--- src/rtl/stopwatch_counter_if.sv ---
// rtl/stopwatch_counter_if.sv - control pulses and BCD/status outputs of the stopwatch core
interface stopwatch_counter_if;
   logic       start_stop;
   logic       clear;
   logic       lap;
   logic [3:0] d0;
   logic [3:0] d1;
   logic [3:0] d2;
   logic [3:0] d3;
   logic       running;
   logic       ovf;

   modport master (
      output start_stop, clear, lap,
      input  d0, d1, d2, d3, running, ovf
   );

   modport slave (
      input  start_stop, clear, lap,
      output d0, d1, d2, d3, running, ovf
   );
endinterface

--- src/rtl/stopwatch_counter.sv ---
// rtl/stopwatch_counter.sv - 10 ms prescaler, SS.hh BCD counter and run/pause/clear FSM; optional lap hold under LAP_HOLD_EN
module stopwatch_counter #(
   parameter int TICK_DIV = 1000000
) (
   input  logic                clk,
   input  logic                resetclk,
   stopwatch_counter_if.slave  sw_if
);

   localparam int            CW      = $clog2(TICK_DIV);
   localparam logic [CW-1:0] CTR_MAX = CW'(TICK_DIV - 1);

   typedef enum logic [1:0] {
      S_IDLE  = 2'd0,
      S_RUN   = 2'd1,
      S_PAUSE = 2'd2,
      S_MAXED = 2'd3
   } state_t;

   state_t        r_state;
   state_t        w_state_nxt;
   logic [CW-1:0] r_ctr;
   logic          r_tick;
   logic          w_tick;
   logic [15:0]   r_cnt;
   logic [15:0]   w_cnt_inc;
   logic [15:0]   w_cnt_nxt;
   logic          w_all9;
   logic          r_running;
   logic          r_ovf;

   // The tick is registered once before it reaches the digits, so the first
   // increment lands TICK_DIV+1 edges after RUN is entered. A tick already in
   // that pipeline is still counted if the FSM pauses in the same cycle.
   assign w_tick = (r_state == S_RUN) && (r_ctr == CTR_MAX);
   assign w_all9 = (r_cnt == 16'h9999);

   // BCD ripple increment, every carry resolved in one cycle
   always_comb begin
      logic carry;
      carry     = 1'b1;
      w_cnt_inc = r_cnt;
      for (int i = 0; i < 4; i++) begin
         if (carry) begin
            if (r_cnt[4*i +: 4] == 4'd9) begin
               w_cnt_inc[4*i +: 4] = 4'd0;
            end else begin
               w_cnt_inc[4*i +: 4] = r_cnt[4*i +: 4] + 4'd1;
               carry               = 1'b0;
            end
         end
      end
   end

   // Next count: clear drops any pending tick, 99.99 saturates instead of wrapping
   always_comb begin
      w_cnt_nxt = r_cnt;
      if (sw_if.clear) begin
         w_cnt_nxt = 16'h0000;
      end else if (r_tick && !w_all9) begin
         w_cnt_nxt = w_cnt_inc;
      end
   end

   // Next-state logic: clear first, then saturation, then start/stop toggling
   always_comb begin
      w_state_nxt = r_state;
      if (sw_if.clear) begin
         w_state_nxt = S_IDLE;
      end else begin
         case (r_state)
            S_IDLE: begin
               if (sw_if.start_stop) w_state_nxt = S_RUN;
            end
            S_RUN: begin
               if (r_tick && w_all9)       w_state_nxt = S_MAXED;
               else if (sw_if.start_stop)  w_state_nxt = S_PAUSE;
            end
            S_PAUSE: begin
               if (r_tick && w_all9)       w_state_nxt = S_MAXED;
               else if (sw_if.start_stop)  w_state_nxt = S_RUN;
            end
            S_MAXED: begin
               w_state_nxt = S_MAXED;
            end
            default: begin
               w_state_nxt = S_IDLE;
            end
         endcase
      end
   end

   // State register
   always_ff @(posedge clk or posedge resetclk) begin
      if (resetclk) r_state <= S_IDLE;
      else          r_state <= w_state_nxt;
   end

   // Prescaler: counts in RUN, holds the fraction in PAUSE, zero elsewhere
   always_ff @(posedge clk or posedge resetclk) begin
      if (resetclk) begin
         r_ctr <= '0;
      end else if (sw_if.clear) begin
         r_ctr <= '0;
      end else if (r_state == S_RUN) begin
         r_ctr <= (r_ctr == CTR_MAX) ? '0 : r_ctr + CW'(1);
      end else if (r_state != S_PAUSE) begin
         r_ctr <= '0;
      end
   end

   // Tick pipeline stage; a tick coincident with clear is discarded
   always_ff @(posedge clk or posedge resetclk) begin
      if (resetclk) r_tick <= 1'b0;
      else          r_tick <= w_tick && !sw_if.clear;
   end

   // Live BCD count
   always_ff @(posedge clk or posedge resetclk) begin
      if (resetclk) r_cnt <= 16'h0000;
      else          r_cnt <= w_cnt_nxt;
   end

   // Status flags registered from the next state so they align with it
   always_ff @(posedge clk or posedge resetclk) begin
      if (resetclk) begin
         r_running <= 1'b0;
         r_ovf     <= 1'b0;
      end else begin
         r_running <= (w_state_nxt == S_RUN);
         r_ovf     <= (w_state_nxt == S_MAXED);
      end
   end

   assign sw_if.running = r_running;
   assign sw_if.ovf     = r_ovf;

`ifdef LAP_HOLD_EN
   logic        r_hold;
   logic        w_hold_nxt;
   logic [15:0] r_dout;

   // Lap toggles hold only in RUN or PAUSE; clear always releases it
   always_comb begin
      w_hold_nxt = r_hold;
      if (sw_if.clear) begin
         w_hold_nxt = 1'b0;
      end else if (sw_if.lap && (r_state == S_RUN || r_state == S_PAUSE)) begin
         w_hold_nxt = ~r_hold;
      end
   end

   // Hold flag
   always_ff @(posedge clk or posedge resetclk) begin
      if (resetclk) r_hold <= 1'b0;
      else          r_hold <= w_hold_nxt;
   end

   // Displayed digits: snapshot on hold rise, frozen while held, else live
   always_ff @(posedge clk or posedge resetclk) begin
      if (resetclk) begin
         r_dout <= 16'h0000;
      end else if (w_hold_nxt) begin
         if (!r_hold) r_dout <= r_cnt;
      end else begin
         r_dout <= w_cnt_nxt;
      end
   end

   assign sw_if.d0 = r_dout[3:0];
   assign sw_if.d1 = r_dout[7:4];
   assign sw_if.d2 = r_dout[11:8];
   assign sw_if.d3 = r_dout[15:12];
`else
   logic w_lap_unused;
   assign w_lap_unused = sw_if.lap;

   assign sw_if.d0 = r_cnt[3:0];
   assign sw_if.d1 = r_cnt[7:4];
   assign sw_if.d2 = r_cnt[11:8];
   assign sw_if.d3 = r_cnt[15:12];
`endif

endmodule

--- src/flat_wrapper.sv ---
// flat-port wrapper written by rule: the top's interface ports become plain ports
module stopwatch_counter_flat 
#(
   parameter int TICK_DIV = 1000000
)
  (clk, resetclk, sw_if_start_stop, sw_if_clear, sw_if_lap, sw_if_d0, sw_if_d1, sw_if_d2, sw_if_d3, sw_if_running, sw_if_ovf);
  stopwatch_counter_if sw_if_i ();
  input  logic clk;
  input  logic resetclk;
  input wire logic [$bits(sw_if_i.start_stop)-1:0] sw_if_start_stop;
  input wire logic [$bits(sw_if_i.clear)-1:0] sw_if_clear;
  input wire logic [$bits(sw_if_i.lap)-1:0] sw_if_lap;
  output wire logic [$bits(sw_if_i.d0)-1:0] sw_if_d0;
  output wire logic [$bits(sw_if_i.d1)-1:0] sw_if_d1;
  output wire logic [$bits(sw_if_i.d2)-1:0] sw_if_d2;
  output wire logic [$bits(sw_if_i.d3)-1:0] sw_if_d3;
  output wire logic [$bits(sw_if_i.running)-1:0] sw_if_running;
  output wire logic [$bits(sw_if_i.ovf)-1:0] sw_if_ovf;
  assign sw_if_i.start_stop = sw_if_start_stop;
  assign sw_if_i.clear = sw_if_clear;
  assign sw_if_i.lap = sw_if_lap;
  assign sw_if_d0 = sw_if_i.d0;
  assign sw_if_d1 = sw_if_i.d1;
  assign sw_if_d2 = sw_if_i.d2;
  assign sw_if_d3 = sw_if_i.d3;
  assign sw_if_running = sw_if_i.running;
  assign sw_if_ovf = sw_if_i.ovf;
  stopwatch_counter #(.TICK_DIV(TICK_DIV)) u_core (.clk(clk), .resetclk(resetclk), .sw_if(sw_if_i));
endmodule
--- config.mk ---
export PLATFORM = sky130hd
export DESIGN_NAME = stopwatch_counter_flat
export DESIGN_NICKNAME = d
export VERILOG_FILES = /design/src/rtl/stopwatch_counter_if.sv /design/src/rtl/stopwatch_counter.sv /design/src/flat_wrapper.sv
export SDC_FILE = /design/constraint.sdc
export NUM_CORES = 1
export LEC_CHECK = 0
export BUFFER_PORTS_ARGS = -buffer_cell sky130_fd_sc_hd__buf_2
export CORE_MARGIN = 1
export CORE_UTILIZATION = 53
export DETAILED_ROUTE_END_ITERATION = 16
export GPL_TIMING_DRIVEN = 0
export PLACE_DENSITY_LB_ADDON = 0.2
export SLEW_MARGIN = 0
export SYNTH_ARGS = -nofsm -noshare
export SYNTH_HDL_FRONTEND = slang
export SYNTH_SLANG_ARGS = --single-unit
--- constraint.sdc ---
create_clock -name clk -period 1.81 [get_ports clk]
set_clock_uncertainty 0.15 [all_clocks]
set_input_delay 0.362 -clock clk [delete_from_list [all_inputs] [get_ports clk]]
set_output_delay 0.362 -clock clk [all_outputs]
set_load 0.01 [all_outputs]
==> results.txt, run 1 <==
- The run finished, with violations left.
- Failing checks: negative setup slack
- Data on the critical path arrives at its endpoint at around 2.1 ns.
- Pleak: 1.39 nW
- Growth of design area from synthesis to finish: 27.1%
- Of the available clock period, the critical path in the final layout requires 111%.
- Registers are responsible for 51.5% of the overall power.
- After detailed placement, the design holds a cell count of 339.
- Entering global routing, the biggest net connects 42 pins.
* Data required time of the worst path: about 1.9 ns
* Count of flip-flops with a built-in enable after synthesis: 0
* Maximum clock rate: 0.496 GHz
- Once detail routing completed, the nets flagged for antenna violations numbered 0.
* Residual overflow from global routing: 0
- After legalization and detailed placement, the total HPWL measured 3400 um.
- Number of buffers added on ports: 21
* Reg-to-reg setup timing slack: -0.21 ns
- Yosys cell types: 50
- Vertical die dimension: 68.8 um
* Number of clock sinks: between 40 and 50
- Buffers inserted during clock tree synthesis total 5.
- Count of antenna diodes in the layout: 0
- For this run, the detailed router's first-pass iteration total came to 4.
* Combined global-route utilization of all metal layers: 24.9%
* Count of final max-slew check failures: 0
- The net count of the finished layout is roughly 330.
- Synthesis produced 268 cells.
- At the pin with the least slew margin, the transition time is 0.861 ns.
- The floorplan step defined a die boundary enclosing 4730 um^2.
- Vias in the first global route: between 1500 and 2000
- Number of register bits inferred by synthesis: between 40 and 50
* Starting Density: 57.1%
* Number of warning messages in the yosys log: 0
- Max-cap violations in this run came to 0.
- Final standard cell area without fillers: 3010 um^2
- Clock share of power: 42.6%
- The floorplan step defined a core boundary enclosing slightly above 4000 um^2.
- Switching share of power: 22.3%
* Avg Inst Size Synth: approximately 8.8 um^2
- Dpl ws: -0.225 ns
- Clock-pin slew was measured on the worst setup and hold paths at 0.08 ns.
- Worst-case reg-to-reg path depth: 6
- Portion of total power attributed to combinational logic: under 10%
- Internal power comes to 1.41 mW.
- In this run the cell area measured after placement is 2550 um^2.
- CTS built an H-tree with a depth of 2.
- Worst-path maximum fanout: 10
- The endpoint identified for the worst register-to-register timing path is u_core.r_ctr[9].
- Num rows: 23
- In this run the tightest slew margin relative to its limit is 42.5%.
* I/O pin total: 23
* Proportion of layout cells with a drive suffix above 1: between 30% and 40%
- Wire length of the first global-routing pass: 8630 um
* Maximum buffer depth of the clock tree: 2
* Clock latency of the later-clocked register in the worst-skew pair: around 0.3 ns
- After detailed routing, the number of vias per cell comes to 5.95.
- The path class of the tightest hold or removal check is input pin to asynchronous set/reset pin.
- Ys flop type: dfrtp_1
- Summing all multi-input logic gate instances after layout gives ~1400 um^2.
* Kind of end point of the critical path: flip-flop
- Non-filler cells in the finished layout: between 300 and 400
- The initial antenna violation count was 0.
- Average routed wire per standard cell: 15.3 um
- Subtracting the final worst setup slack from the clock period gives between 2 and 2.5 ns.
- Sequential standard cell area: 1030 um^2
- After detailed routing, the number of remaining DRC violations is 0.
- Routed WL: 5650 um
- The setup path with the least slack is of type flip-flop to flip-flop.
* TritonCTS clock tree: yes
* Beginning of the worst register-to-register path: u_core.r_ctr[10]
- CTS root buffer: clkbuf_8
- The worst setup path is launched from a flip-flop.
* Largest voltage drop on the vdd net: 470 uV
- Setup violations remaining at the end of the flow were counted as 20.
- Total power per unit cell area: 605 nW/um^2
- Cell area after synthesis: 2360 um^2
- Summing over every cut layer, the via total after detailed routing is 2196.
- At the end of routability-driven placement, the weighted congestion stood at 0.811.
* Switch Pwr: 0.406 mW
* Share of the yosys chip area belonging to registers: a little over two fifths
- Setup repair after global routing missed its margin: true
* Fillers: 297
- Horizontal die dimension: 68.8 um
- Share of flip-flops with an asynchronous set or reset after synthesis: 100%
- The first routing iteration left 98 violations.
- At the end of the flow the core is filled with cells to 72.5%.
* Setup WS post-layout: -0.207 ns
- Number of nets in the synthesized netlist: 282
- Hold Violations, Final: 0
cell usage in the layout (no fill, tap or decap), types with 5 or more instances in the layout:
| cell type | n |
|---|---|
| dfrtp_1 | 36 |
| nand2_1 | 28 |
| buf_2 | 23 |
| buf_4 | 23 |
| nor2_1 | 22 |
| nand3_1 | 17 |
| o21ai_0 | 12 |
| a21oi_1 | 12 |
| nor3_1 | 11 |
| clkbuf_8 | 8 |
| o21ai_1 | 6 |
| a21o_1 | 6 |
| inv_1 | 6 |
| nor3b_1 | 5 |
| or3_1 | 5 |
| ha_1 | 5 |
| dfrtp_2 | 5 |
layout make-up:
type	instances	area share (%)
flip-flops and latches	41	34.3
clock inverters	1	0.999
multi-input cells	208	46.5
plain buffers	10	2.54
repair buffers	45	9.74
clock buffers	7	2.87
well taps	50	2.08
inverters	7	0.874
power by group through the flow:
| stage | Clock [mW] | Sequential, mW | Combinational (mW) |
|---|---|---|---|
| floorplan | 0 | 0.950 | 0.0660 |
| global placement | 0 | 0.950 | 0.0951 |
| detailed placement | 0 | 0.950 | 0.0973 |
| CTS | 0.781 | 0.933 | 0.0992 |
| global route | 0.817 | 0.938 | 0.120 |
| finish | 0.775 | 0.936 | 0.108 |
per-layer routing:
| metal | vias up | GRT usage (%) | routed length (um) |
|---|---|---|---|
| met1 | 1080 | 29.2 | 2490 |
| met5 | - | 0 | 0 |
| li1 | 1063 | - | - |
| met2 | 46 | 44.7 | 2850 |
| met3 | 7 | 5.76 | 216 |
| met4 | 0 | 8.16 | 83 |
registers in the layout (all words and copies together) (netlist names):
name,flops
u_core.r_cnt,16
u_core.sw_if.running,1
u_core.r_tick,1
u_core.r_ctr,20
u_core.r_state,2
u_core.sw_if.ovf,1
synthesized netlist by cell type (5+ instances only):
library cell / n / area [um^2]
dfrtp_1: 41 / 1030
nand2_1: 32 / 120
nor2_1: 26 / 97.6
nand3_1: 19 / 95.1
a21oi_1: 17 / 85.1
o21ai_0: 15 / 75.1
nor3_1: 13 / 65.1
ha_1: 9 / 113
inv_1: 7 / 26.3
a21o_1: 6 / 45.0
clkbuf_1: 6 / 22.5
or3_1: 6 / 37.5
and3b_1: 5 / 43.8
nor3b_1: 5 / 37.5
nor4_1: 5 / 31.3
through the flow:
step	total power [mW]	hold slack [ns]	TNS, ns
after floorplan	1.02	0.323	-0.314
after global placement	1.04	0.341	-11.35
after detailed placement	1.05	0.344	-2.72
after CTS	1.81	0.122	-1.87
after global routing	1.87	0.168	-4.06
final	1.82	0.0836	-2.17
timing repair:
action,CTS,global route
gates cloned,0,0
endpoints found under the hold margin,0,0
pin swaps,5,17
hold buffers,0,0
gates resized for setup,13,37
endpoints found under the setup margin,26,33
buffers inserted,13,11
logic make-up (layout without fill, tap and decap cells):
family | after synthesis | count (layout) | share of synthesized area, %
flops | 41 | 41 | 43.4
mux | 1 | 1 | 0.423
simple gates | 138 | 138 | 31.5
fa+ha+maj | 9 | 9 | 4.76
xor+xnor | 4 | 4 | 1.48
compound gates | 56 | 56 | 14.7
buf+inv | 19 | 70 | 3.70
worst max-delay path, cell delays in order, from the launching register on:
cell	delay, ns
dfrtp_1	0.42
or4b_4	0.56
nor3_4	0.17
a31o_4	0.21
buf_8	0.14
o21ai_1	0.08
a21o_1	0.18
worst max path at each step:
stage                                start          endpoint  slack [ns]  depth (start not counted)
after CTS                 u_core.r_ctr[10]   u_core.r_ctr[9]       -0.18                          6
after global routing      u_core.r_ctr[10]   u_core.r_ctr[9]       -0.27                          6
final                     u_core.r_ctr[10]   u_core.r_ctr[9]       -0.21                          6
after global placement            resetclk   u_core.r_cnt[4]       -0.35                          2
after floorplan           u_core.r_ctr[11]   u_core.r_ctr[2]       -0.06                          6
after detailed placement   u_core.r_ctr[0]  u_core.r_ctr[18]       -0.22                          6
Power figures use the tool's default switching activity.
==> run 2: changes to the inputs <==
--- a/config.mk
+++ b/config.mk
@@ -11,6 +11,7 @@
 export DETAILED_ROUTE_END_ITERATION = 16
 export GPL_TIMING_DRIVEN = 0
 export PLACE_DENSITY_LB_ADDON = 0.2
+export REMOVE_ABC_BUFFERS = 1
 export SLEW_MARGIN = 0
 export SYNTH_ARGS = -nofsm -noshare
 export SYNTH_HDL_FRONTEND = slang
==> run 2 against run 1 <==
Against the previous run:
- the flow still finishes with violations (negative setup slack)
- core utilization down 0.57 points
- power fell by 3.0%
- via count grew 0.32%
- sequential power hardly changed
- combinational power about the same
- sequential cell count is the same
- largest power group unchanged
==> results.txt, run 2 (synthesized netlist as in run 1, its figures left out) <==
- Result of the run: finished with violations
* Failing checks: negative setup slack
- Growth of design area from synthesis to finish: 26.1%
- The HPWL after detailed placement is 3270 um.
- Number of buffers created by CTS: 5
- Tracing the worst setup path back leads to its startpoint at u_core.r_ctr[10].
* Tcrit/Tclk final: 109%
* Clock latency of the later-clocked register in the worst-skew pair: 0.30 ns
- Of all nets on the critical path, the largest fanout is 6.
- Antenna violations before repair: 0
* Largest incremental delay on the critical path: 0.56 ns
- Actual slew at the worst max-slew pin: 0.865 ns
- Number of setup violations in the final report: 19
- The smallest clock period supported by the final layout is computed as between 1.5 and 2 ns.
- Number of nets in the finished design: around 330
* Average routed wire per standard cell: ~16 um
* Most common cell after layout, fill and taps aside: dfrtp_1
- Data required time of the worst path: 1.85 ns
- Die area: 4730 um^2
* Cell-internal power: 1.36 mW
- Maximum number of pins on one net before global-route repair: 42
- The register with the most flip-flops in the final layout is u_core.r_ctr.
* Final standard cell area without fillers: approximately 3000 um^2
- CTS root buffer: clkbuf_8
- Pleak: 1.37 nW
* Worst relative slew slack: between 40% and 50%
* Switch Pwr: 0.401 mW
* Biggest regs: u_core.r_ctr (20), u_core.r_cnt (16), u_core.r_state (2)
- Global routing usage on met2: roughly 45%
- The number of cells on the worst reg-to-reg path is 5.
* Setup_tns: -1.96 ns
* Cell-by-cell trace of the critical path: or4b_4 -> nor3_4 -> a31o_4 -> o21ai_2 -> a21o_1
* Routing usage on met3: a little over 4%
* I/O pin total: 23
- For this run the aggregate overflow at the end of global routing stands at 0.
- Of the total power, combinational logic draws under 10%.
* Routing usage on met1: 30.0%
* Count of final max-slew check failures: 0
* DRC marker count from the first detailed-route iteration: 116
- Power spread over the standard cell area amounts to 591 nW/um^2.
- Post-DP Area: roughly 2500 um^2
- Placeable core region: 4140 um^2
- Maximum buffer depth of the clock tree: 2
- TritonCTS clock tree: yes
- Derived from the worst setup path, the maximum achievable clock frequency is 0.505 GHz.
* Switching share of power: 22.7%
- Vias after detailed routing: 2203
- The critical path ends at u_core.r_ctr[9].
- Worst slack on hold paths: 0.0896 ns
- 0 antenna diodes ended up in the layout.
* Ratio of routed vias to standard cells: 6.05
- The first global-routing pass estimated between 8000 and 9000 um of wire.
- The first detailed-routing pass took 4 iterations.
- Vertical die dimension: 68.8 um
- Largest register FFs: 20
- After clock tree synthesis, the flow added hold-fix buffers numbering 0.
* Beginning of the worst register-to-register path: u_core.r_ctr[10]
* Proportion of layout cells with a drive suffix above 1: 33.1%
* Hold Violations, Final: 0
- Horizontal die dimension: 68.8 um
* Vias in the first global route: 1965
- Together, buffers and inverters on the worst path number 0.
- Kind of end point of the critical path: flip-flop
- After clock tree synthesis, the clock-pin slew on the worst setup and hold paths is 0.08 ns.
- The endpoint identified for the worst register-to-register timing path is u_core.r_ctr[9].
- Most Used Layer, Global Route: met2
- Routability-driven placement finished with a final weighted congestion of 0.803.
- Setup WS post-layout: -0.169 ns
- Type of the setup path with the least slack: flip-flop to flip-flop
* Starting Density: 57.1%
* Combined global-route utilization of all metal layers: 25.4%
- The worst setup path is launched from a flip-flop.
- Clock share of power: 40.9%
- Sequential cells account for a little over half of the total power.
* Number of clock sinks: 41
* DRC errors left: 0
- Cell count along the critical path: 5
* Routed WL: 5920 um
* WP data arrival: 2.02 ns
* Max-capacitance violation count: 0
- For flop-to-flop paths, the worst setup slack is -0.17 ns.
- Number of buffers added on ports: 21
* Cell at the slowest stage of the critical path: or4b_4
- Num rows: 23
* Class of the tightest hold or removal check: input pin to asynchronous set/reset pin
- Remaining antenna violation count: 0
- Kind of cell adding the most delay to the critical path: simple AND/OR/NAND/NOR gates
- Setup repair after global routing missed its margin: true
- Most frequent cells in the layout: dfrtp_1 (37), nand2_1 (27), buf_4 (26), nor2_1 (23), buf_2 (21)
- The H-tree was split into 2 levels.
* Largest voltage drop on the vdd net: 491 uV
run 2: changes by cell type in the layout (fill, tap and decap cells not counted), sizes merged:
| cell | before | now |
|---|---|---|
| clkinv | 0 | 1 |
| a31o | 1 | 3 |
| clkbuf | 13 | 5 |
run 2: timing repair:
| action | 4_1_cts | 5_1_grt |
|---|---|---|
| gates resized for setup | 14 | 39 |
| gates cloned | 2 | 0 |
| pin swaps | 12 | 18 |
| endpoints found under the setup margin | 29 | 38 |
| setup buffers | 11 | 17 |
| hold endpoints to repair | 0 | 0 |
run 2: area by class of cell:
type / instances / area [um^2]
Sequential cell: 41 / 1030
Clock inverter: 2 / 35.0
Timing Repair Buffer: 49 / 332
Clock buffer: 5 / 68.8
Inverter: 7 / 26.3
Multi-Input combinational cell: 210 / 1430
Fill cell: 323 / 1160
Tap cell: 50 / 62.6
run 2: power groups by stage:
stage	Clock [mW]	Sequential (mW)	Combinational, mW
floorplan	0	0.951	0.0530
global placement	0	0.951	0.0832
detailed placement	0	0.951	0.0853
CTS	0.737	0.933	0.0934
global route	0.765	0.938	0.120
finish	0.722	0.936	0.106
run 2: worst min path at each step:
stage                                   to  slack, ns  cells past startpoint
after floorplan           u_core.r_cnt[10]       0.28                      1
after global placement    u_core.r_ctr[18]       0.35                      1
after detailed placement  u_core.r_ctr[18]       0.35                      1
after CTS                 u_core.r_ctr[16]       0.11                      2
after global routing       u_core.r_cnt[0]       0.19                      2
final                     u_core.r_ctr[16]       0.09                      2
run 2: routing by layer:
layer | share of wire, % | vias to the layer above
met2 | 51 | 54
met4 | 2.8 | 0
li1 | - | 1069
met3 | 3.4 | 16
met5 | 0 | -
met1 | 43 | 1064
run 2: metrics by stage:
stage,total power [mW],setup slack (ns),utilization [%],instances
after floorplan,1.00,-0.0975,-,256
after global placement,1.03,-0.534,59.6,327
after detailed placement,1.04,-0.484,59.6,327
after CTS,1.76,-0.173,65.7,347
after global routing,1.82,-0.231,72.0,364
final,1.76,-0.169,72.0,364
run 2: worst reg2reg max path, delay by kind of cell (launching register included):
kind,cells,cell delay (ns)
and+or+nand+nor,2,0.81
AOI/OAI and AO/OA,3,0.53
DFF,1,0.39
